**src/rtl/tlu_handshake_ctrl.sv**
```systemverilog
// tlu_handshake_ctrl: sequences the TLU trigger/busy/clock handshake and hands each
// trigger record to the event builder over TRIG_VALID/TRIG_READY.
// Latency: TLU_TRIGGER reaches the FSM after a 2-FF synchroniser; TRIG_VALID is registered.
// Backpressure: TRIG_VALID/TRIG_ID are held until TRIG_READY; TLU_BUSY stays high
// meanwhile (modes 1/2), so the TLU is held off.
// Ports: SYS_CLK/SYS_RST clock and async reset; ENABLE/MODE/VETO control; TLU_TRIGGER,
// TLU_RESET in and TLU_BUSY, TLU_CLOCK out to the TLU; TRIG_VALID/TRIG_READY/TRIG_ID
// record handshake; TIMEOUT_ERR pulse; TRIG_CNT/SKIP_CNT statistics.
module tlu_handshake_ctrl #(
   parameter int TRIG_ID_BITS = 15,
   parameter int CLK_DIV      = 4,
   parameter int TIMEOUT      = 1023
) (
   input  logic                    SYS_CLK,
   input  logic                    SYS_RST,
   input  logic                    ENABLE,
   input  logic [1:0]              MODE,
   input  logic                    VETO,
   input  logic                    TLU_TRIGGER,
   input  logic                    TLU_RESET,
   output logic                    TLU_BUSY,
   output logic                    TLU_CLOCK,
   output logic                    TRIG_VALID,
   input  logic                    TRIG_READY,
   output logic [TRIG_ID_BITS-1:0] TRIG_ID,
   output logic                    TIMEOUT_ERR,
   output logic [31:0]             TRIG_CNT,
   output logic [15:0]             SKIP_CNT
);

   localparam int DIV_W = $clog2(2 * CLK_DIV);
   localparam int BIT_W = $clog2(TRIG_ID_BITS + 2);
   localparam int TMO_W = $clog2(TIMEOUT + 1);
   localparam logic [DIV_W-1:0] DIV_LAST = DIV_W'(2 * CLK_DIV - 1);
   localparam logic [DIV_W-1:0] DIV_HI   = DIV_W'(CLK_DIV);
   localparam logic [BIT_W-1:0] BIT_LAST = BIT_W'(TRIG_ID_BITS);
   localparam logic [TMO_W-1:0] TMO_LAST = TMO_W'(TIMEOUT - 1);

   typedef enum logic [2:0] {
      S_IDLE, S_BUSY_WAIT, S_SHIFT, S_OUT, S_DEAD
   } state_t;

   state_t r_state, w_state_nxt;

   logic                    r_trig_s1, r_trig_s2, r_trig_d;
   logic                    r_rst_s1, r_rst_s2;
   logic [1:0]              r_mode;
   logic [TMO_W-1:0]        r_tmo;
   logic                    r_low;
   logic [DIV_W-1:0]        r_div;
   logic [BIT_W-1:0]        r_bit;
   logic [TRIG_ID_BITS-2:0] r_sh;
   logic [TRIG_ID_BITS-1:0] r_cnt;

   logic [1:0]              w_mode_in, w_mode;
   logic                    w_trig, w_trig_rise;
   logic                    w_load_cnt, w_hs, w_tmo, w_skip, w_shift_done, w_sample;
   logic [DIV_W-1:0]        w_div_nxt;
   logic [TRIG_ID_BITS-1:0] w_sh_nxt;
   logic                    w_busy_nxt;

   // Mode 3 is an alias of mode 0; the mode is frozen once a sequence leaves IDLE.
   assign w_mode_in   = (MODE == 2'd3) ? 2'd0 : MODE;
   assign w_mode      = (r_state == S_IDLE) ? w_mode_in : r_mode;
   assign w_trig      = r_trig_s2;
   assign w_trig_rise = r_trig_s2 & ~r_trig_d;
   // LSB-first shift: the newest sample enters at the top of the window.
   assign w_sh_nxt    = {w_trig, r_sh};

   always_ff @(posedge SYS_CLK or posedge SYS_RST) begin
      if (SYS_RST) r_state <= S_IDLE;
      else         r_state <= w_state_nxt;
   end

   always_comb begin
      w_state_nxt  = r_state;
      w_load_cnt   = 1'b0;
      w_hs         = 1'b0;
      w_tmo        = 1'b0;
      w_skip       = 1'b0;
      w_shift_done = 1'b0;
      w_sample     = 1'b0;
      case (r_state)
         S_IDLE: begin
            if (ENABLE && !VETO) begin
               if (w_mode == 2'd0) begin
                  if (w_trig_rise) begin
                     w_state_nxt = S_OUT;
                     w_load_cnt  = 1'b1;
                  end
               end else if (w_trig) begin
                  w_state_nxt = S_BUSY_WAIT;
               end
            end
         end
         S_BUSY_WAIT: begin
            if (!w_trig) begin
               if (r_mode == 2'd2) begin
                  w_state_nxt = S_SHIFT;
               end else begin
                  w_state_nxt = S_OUT;
                  w_load_cnt  = 1'b1;
               end
            end else if (r_tmo == TMO_LAST) begin
               w_state_nxt = S_DEAD;
               w_tmo       = 1'b1;
            end
         end
         S_SHIFT: begin
            // Sample on the last cycle of each low phase; period 0 carries the start bit.
            if (r_div == DIV_LAST) begin
               w_sample = (r_bit != '0);
               if (r_bit == BIT_LAST) begin
                  w_state_nxt  = S_OUT;
                  w_shift_done = 1'b1;
               end
            end
         end
         S_OUT: begin
            // In simple mode the TLU is not held off, so edges arriving now are lost.
            if (r_mode == 2'd0 && w_trig_rise) w_skip = 1'b1;
            if (TRIG_READY) begin
               w_hs        = 1'b1;
               w_state_nxt = (r_mode == 2'd0) ? S_IDLE : S_DEAD;
            end
         end
         S_DEAD: begin
            if (!w_trig && r_low) w_state_nxt = S_IDLE;
         end
         default: w_state_nxt = S_IDLE;
      endcase
   end

   always_comb begin
      w_div_nxt = '0;
      if (r_state == S_SHIFT && r_div != DIV_LAST) w_div_nxt = r_div + 1'b1;
   end

   assign w_busy_nxt = (w_mode != 2'd0) &&
                       (w_state_nxt == S_BUSY_WAIT || w_state_nxt == S_SHIFT ||
                        w_state_nxt == S_OUT);

   always_ff @(posedge SYS_CLK or posedge SYS_RST) begin
      if (SYS_RST) begin
         r_trig_s1   <= 1'b0;
         r_trig_s2   <= 1'b0;
         r_trig_d    <= 1'b0;
         r_rst_s1    <= 1'b0;
         r_rst_s2    <= 1'b0;
         r_mode      <= 2'd0;
         r_tmo       <= '0;
         r_low       <= 1'b0;
         r_div       <= '0;
         r_bit       <= '0;
         r_sh        <= '0;
         r_cnt       <= '0;
         TLU_BUSY    <= 1'b0;
         TLU_CLOCK   <= 1'b0;
         TRIG_VALID  <= 1'b0;
         TRIG_ID     <= '0;
         TIMEOUT_ERR <= 1'b0;
         TRIG_CNT    <= '0;
         SKIP_CNT    <= '0;
      end else begin
         r_trig_s1 <= TLU_TRIGGER;
         r_trig_s2 <= r_trig_s1;
         r_trig_d  <= r_trig_s2;
         r_rst_s1  <= TLU_RESET;
         r_rst_s2  <= r_rst_s1;

         if (r_state == S_IDLE) r_mode <= w_mode_in;

         if (r_state == S_BUSY_WAIT) r_tmo <= r_tmo + 1'b1;
         else                        r_tmo <= '0;

         // Set after one low cycle in DEAD; a second low cycle then releases.
         r_low <= (r_state == S_DEAD) && !w_trig;

         r_div <= w_div_nxt;
         if (r_state != S_SHIFT)       r_bit <= '0;
         else if (r_div == DIV_LAST)   r_bit <= r_bit + 1'b1;

         if (w_sample) r_sh <= w_sh_nxt[TRIG_ID_BITS-1:1];

         if (r_rst_s2)        r_cnt <= '0;
         else if (w_load_cnt) r_cnt <= r_cnt + 1'b1;

         if (w_load_cnt)        TRIG_ID <= r_cnt;
         else if (w_shift_done) TRIG_ID <= w_sh_nxt;

         // TLU_CLOCK is registered so the TLU sees a clean, glitch-free edge.
         TLU_CLOCK   <= (w_state_nxt == S_SHIFT) && (w_div_nxt < DIV_HI);
         TLU_BUSY    <= w_busy_nxt;
         TRIG_VALID  <= (w_state_nxt == S_OUT);
         TIMEOUT_ERR <= w_tmo;

         if (w_hs) TRIG_CNT <= TRIG_CNT + 32'd1;
         if (w_skip && SKIP_CNT != 16'hFFFF) SKIP_CNT <= SKIP_CNT + 16'd1;
      end
   end

endmodule

```
**config.mk**
```make
export PLATFORM = sky130hd
export DESIGN_NAME = tlu_handshake_ctrl
export DESIGN_NICKNAME = d
export VERILOG_FILES = /design/src/rtl/tlu_handshake_ctrl.sv
export SDC_FILE = /design/constraint.sdc
export NUM_CORES = 1
export LEC_CHECK = 0
export CAP_MARGIN = 20
export CORE_MARGIN = 2
export CORE_UTILIZATION = 49
export DETAILED_ROUTE_END_ITERATION = 10
export PLACE_DENSITY = 0.81
export SLEW_MARGIN = 10
export SYNTH_ARGS = -nofsm -noshare
export SYNTH_HDL_FRONTEND = slang
export SYNTH_SLANG_ARGS = --single-unit
```
**constraint.sdc**
```tcl
create_clock -name SYS_CLK -period 6.8 [get_ports SYS_CLK]
set_input_delay 1.02 -clock SYS_CLK [delete_from_list [all_inputs] [get_ports SYS_CLK]]
set_output_delay 1.02 -clock SYS_CLK [all_outputs]
set_load 0.005 [all_outputs]
```
======== Word-level counts from Yosys, hierarchy flattened ========
Index checks and enable logic that the tools add are counted.
storage, ports and cells
  register bits ........................... 125
  logic and storage cells ................. 105
  output and inout bits ................... 67
  input port bits ......................... 9
operators by class
  eq/ne operators ......................... 15
  add/subtract/negate cells ............... 6
  mux-type cells .......................... 41
  bitwise logic cells ..................... 2
  reductions and logical operators ........ 20
  $lt $le $gt $ge ......................... 1
operators by type and width
  cell                                                  count
  2-to-1 mux 15 bit                                     4
  2-to-1 mux 3 bit                                      12
  adder 32 x 1 -> 32 bit (second input constant)        1
  2-to-1 mux 1 bit                                      18
  adder 16 x 1 -> 16 bit (second input constant)        1
  != test 16 bit (second input constant)                1
  adder 15 x 1 -> 15 bit (second input constant)        1
  case mux 3 bit (5 select lines)                       1
  equality test 3 x 2 -> 1 bit (second input constant)  4
  adder 10 x 1 -> 10 bit (second input constant)        1
  equality test 10 bit (second input constant)          1
  2-to-1 mux 10 bit                                     1
  2-to-1 mux 5 bit                                      2
  logical AND 1 bit                                     8
  nonzero test 2 bit                                    4
  equality test 3 x 1 -> 1 bit (second input constant)  2
  equality test 3 bit (second input constant)           2
  adder 5 x 1 -> 5 bit (second input constant)          1
  equality test 5 x 4 -> 1 bit (second input constant)  1
  nonzero test 5 bit                                    1
  equality test 2 bit (second input constant)           2
  zero test 2 bit                                       2
  2-to-1 mux 2 bit                                      2
  adder 3 x 1 -> 3 bit (second input constant)          1
  9 further kinds                                       11

======== Longest topological paths before layout ========
  depth after elaboration ................. 11
  mapped depth ............................ 8

======== Worst setup path after synthesis ========
OpenSTA, ideal clock, no wires.
  kind .................................... input -> register
  start point ............................. input VETO
  end point ............................... register r_cnt[10]
  data arrival time ....................... 2.484 ns
  setup time .............................. 0.128 ns
  setup slack ............................. 4.189 ns
  cell stages on the path ................. 5
  required time ........................... 6.672 ns
  cell sequence ........................... nand3b_1 > or4_4 > buf_6 > a2111oi_4 > mux2_1
on the way
  word-level cells in the longest chain between the ends .. 5
ends and longest elaborated chain
  what                             RTL line  text
  start: declaration               18        input logic VETO,
  zero test 1 bit                  85        if (ENABLE && !VETO) begin
  logical AND 1 bit                85
  2-to-1 mux 1 bit                 85
  case mux 1 bit (2 select lines)  83        case (r_state)
  nonzero test 2 bit (no line)     --
  end signal: assignment           186       else if (w_load_cnt) r_cnt <= r_cnt + 1'b1;
  end: declaration                 53        logic [TRIG_ID_BITS-1:0] r_cnt;
Every way passes these cells.
A chain may end at the register's enable or synchronous reset.

======== Worst setup path after layout ========
  start point ............................. input MODE[0]
  end point ............................... register TRIG_ID[6]
on the way
  word-level cells in the longest chain between the ends .. 8
ends and longest elaborated chain
  what                                                            RTL line  text
  start: declaration                                              17        input logic [1:0] MODE,
  equality test 2 bit                                             63        assign w_mode_in = (MODE == 2'd3) ? 2'd0 : MODE;
  2-to-1 mux 2 bit (*)                                            63
  2-to-1 mux 2 bit (*)                                            --
  zero test 2 bit (*)                                             86        if (w_mode == 2'd0) begin
  2-to-1 mux 1 bit (*)                                            86
  2-to-1 mux 1 bit (*)                                            85
  case mux 1 bit (2 select lines) (*)                             83
  2-to-1 mux 15 bit / nonzero test 2 bit (equally long branches)  --
  end signal: assignment                                          188       if (w_load_cnt) TRIG_ID <= r_cnt;
  end signal: assignment                                          189       else if (w_shift_done) TRIG_ID <= w_sh_nxt;
  end: declaration                                                25        output logic [TRIG_ID_BITS-1:0] TRIG_ID,
Every way passes the cells marked *; elsewhere a longest branch is shown, timed or not.

==> flow_summary.yaml <==
outcome:
  outcome: "finished clean"
setup_path:
  critPathKind: "input pin to flip-flop"
  endpoint_kind: "flip-flop"
  r2r_cells: 4
  cp.arrival_ns: 3.12
  path_max_fanout: 16
  critical_path_required_ns: 7.10
  cp-start-kind: "input pin"
clock_network:
  clock_sinks: 125
  cts_htree_levels: 4
  cts_buffers: 17
  post_cts_resize_count: 0
  clk_pin_slew_ns: 0.06
  cts_tree: "done"
  worstSkewPairLatency_ns: 0.42
  clock-root-buffer: "clkbuf_16"
  ctsHoldBuffers: 0
  cts.path.max_buffers: 2
  post-cts-setup-buffers: 0
route:
  drc: 0
  dr.pass1.iters: 4
  wl_um: 12760
  num_vias: 4307
  drt_iter0_markers: 306
  vias_per_cell: 5.601
  post_drt_wl_per_cell_um: 16.59
  ant_nets: 0
placement:
  io_buffer_count: 75
  placedCellCount: 736
  hpwl_um: 8642
  place_congestion: 0.8106
  pre_cts_slack_ns: 3.586
global_routing:
  grt_max_degree: 77
  overflow: 0
  antenna_found_initial: 0
  grt_usage: 0.2093
  grt_pass1_wl_um: 21360
  grt_pass1_vias: 4264
synthesis:
  synth_adder_area_share: 0.02127
  ys_ff_latch: 125
  synth_compound_area_frac: 0.06871
  ys.warnings.count: 0
  synth_area_um2: 5882
  synth_nets: 552
  synth_top_family_by_area: "simple AND/OR/NAND/NOR gates"
  syn_area_per_cell_um2: 11.04
  synth_xor_xnor_area_share: 0.08041
  synthCells: 533
  synthSimpleGateAreaFrac: 0.2017
  synth.distinct_cells: 47
  synthFlopType: "dfrtp_1"
  synth.yosys.seq_area_share: 0.5318
  synth-async-reset-ratio: 1.000
  synth_edf_count: 0
  synth.area.mux_share: 0.06616
final_layout:
  final_common_cell: "dfrtp_1"
  area_growth_pct: 24.65
  fillerInstances: 968
  drive_above_1_share: 0.1190
  insertedDiodeCount: 0
  fin_nets: 628
  finish.utilization: 0.6181
  stdcell_count: 769
  layout_common_cells: "dfrtp_1, clkdlybuf4s50_1, xor2_1, nor2_1"
min_path:
  min_path_cells: 0
  hold_class: "flip-flop to flip-flop"
timing:
  tns_ns: 0
  drv_slew: 0
  setup_viol_count_final: 0
  timing.final.crit_share: 0.4147
  hold_viol: 0
  rsz0062_at_grt: "false"
  worstMarginPinSlew_ns: 0.9689
  period_needed_ns: 2.820
  slew_headroom: 0.3450
  fin_ws_ns: 3.980
  clock_skew_ns: 0.005662
  max_clock_freq_mhz: 354.6
floorplan:
  rows: 40
  die-area_um2: 12900
  start_util: 0.4959
  dieWidth_um: 113.6
  die_y_um: 113.6
  core_um2: 11860
  pin_count: 76
pwr:
  vdd_drop_max_uv: 153.6
  clockPowerShare: 0.453
  comb_power_share: 0.115
  p_per_area_nw_per_um2: 265.9
  power.leakage_nw: 3.318
  swShare: 0.2607
  p_int_mw: 1.441
  power_mw: 1.949
  power.switching_mw: 0.5082
  pwr-share-seq: 0.433
flow_run:
  maxCapViolCount: 0
## critical path, cell delays in order
cell	delay [ns]
clkdlybuf4s50_1	0.56
xor2_1	0.33
or4_4	0.33
nand2_1	0.37
a221o_1	0.49
## Yosys cell counts, types with 3 or more instances
cell type	number	area, µm²
a211oi_1	4	30.03
a21oi_1	13	65.06
a221o_1	13	130.1
a31oi_1	3	18.77
and2_1	15	93.84
and3_1	6	37.54
and4_1	8	70.07
buf_2	3	15.01
clkbuf_1	16	60.06
dfrtp_1	125	3128
ha_1	10	125.1
inv_1	20	75.07
mux2_2	29	326.6
mux2i_1	4	40.04
nand2_1	29	108.9
nand2b_1	4	25.02
nand3_1	24	120.1
nand4_1	16	100.1
nor2_1	39	146.4
nor2b_1	13	81.33
nor3_1	22	110.1
nor3b_1	5	37.54
nor4_1	18	112.6
nor4b_1	4	35.03
o21ai_0	8	40.04
xnor2_1	14	122.6
xor2_1	40	350.3
## worst paths after layout
path | from | end | slack [ns]
worst max-delay path | MODE[0] | TRIG_ID[6] | 3.98
worst min-delay path | r_rst_s1 | r_rst_s2 | 0.35
worst max register to register | r_trig_s2 | SKIP_CNT[14] | 4.15
worst min register to register | r_rst_s1 | r_rst_s2 | 0.35
max in group asynchronous | SYS_RST | TIMEOUT_ERR | 4.40
min in group asynchronous | SYS_RST | r_sh[2] | 1.03
## sequential cells by signal (all words and copies together), names as in the netlist, 2 cells and up
name      count
r_cnt        15
r_mode        2
r_tmo        10
r_div         3
r_state       3
r_bit         5
TRIG_ID      15
r_sh         14
SKIP_CNT     16
TRIG_CNT     32
## through the flow
| stage | cell area (µm²) | hold slack, ns |
|---|---|---|
| finish | 7332 | 0.3496 |
| global route | 7332 | 0.3584 |
| CTS | 7325 | 0.3492 |
| detailed placement | 6740 | 0.3402 |
| global placement | 6740 | 0.3407 |
| floorplan | 5882 | 0.3312 |
## cells by family (layout without fill, tap and decap cells)
kind of cell | Yosys count | in the layout
simple gates | 216 | 216
flops | 125 | 125
xor+xnor | 54 | 54
compound gates | 51 | 51
buf+inv | 42 | 131
mux | 35 | 35
fa+ha+maj | 10 | 10
## metal layers
layer	vias to the layer above	part of all wire	global-route usage
li1	2049	-	-
met2	113	0.49	0.3234
met3	25	0.042	0.05313
met1	2120	0.44	0.2805
met5	-	0	0
met4	0	0.023	0.09593
## layout make-up
class | instances | area [µm²] | share of cell area
clock buffer | 18 | 439.2 | 0.05990
clock inverter | 14 | 145.1 | 0.01980
inverter | 20 | 77.57 | 0.01058
multi-input combinational | 366 | 2577 | 0.3515
sequential | 125 | 3128 | 0.4266
tap | 147 | 183.9 | 0.02509
timing repair buffer | 79 | 780.7 | 0.1065
## power groups by stage
stage	logic, mW	clock network [mW]	registers, mW
after floorplan	0.144	0	0.842
after global placement	0.214	0	0.850
after detailed placement	0.222	0	0.855
after CTS	0.226	0.898	0.843
after global routing	0.252	0.931	0.851
final	0.224	0.882	0.843
(Power assumes the default switching activity.)
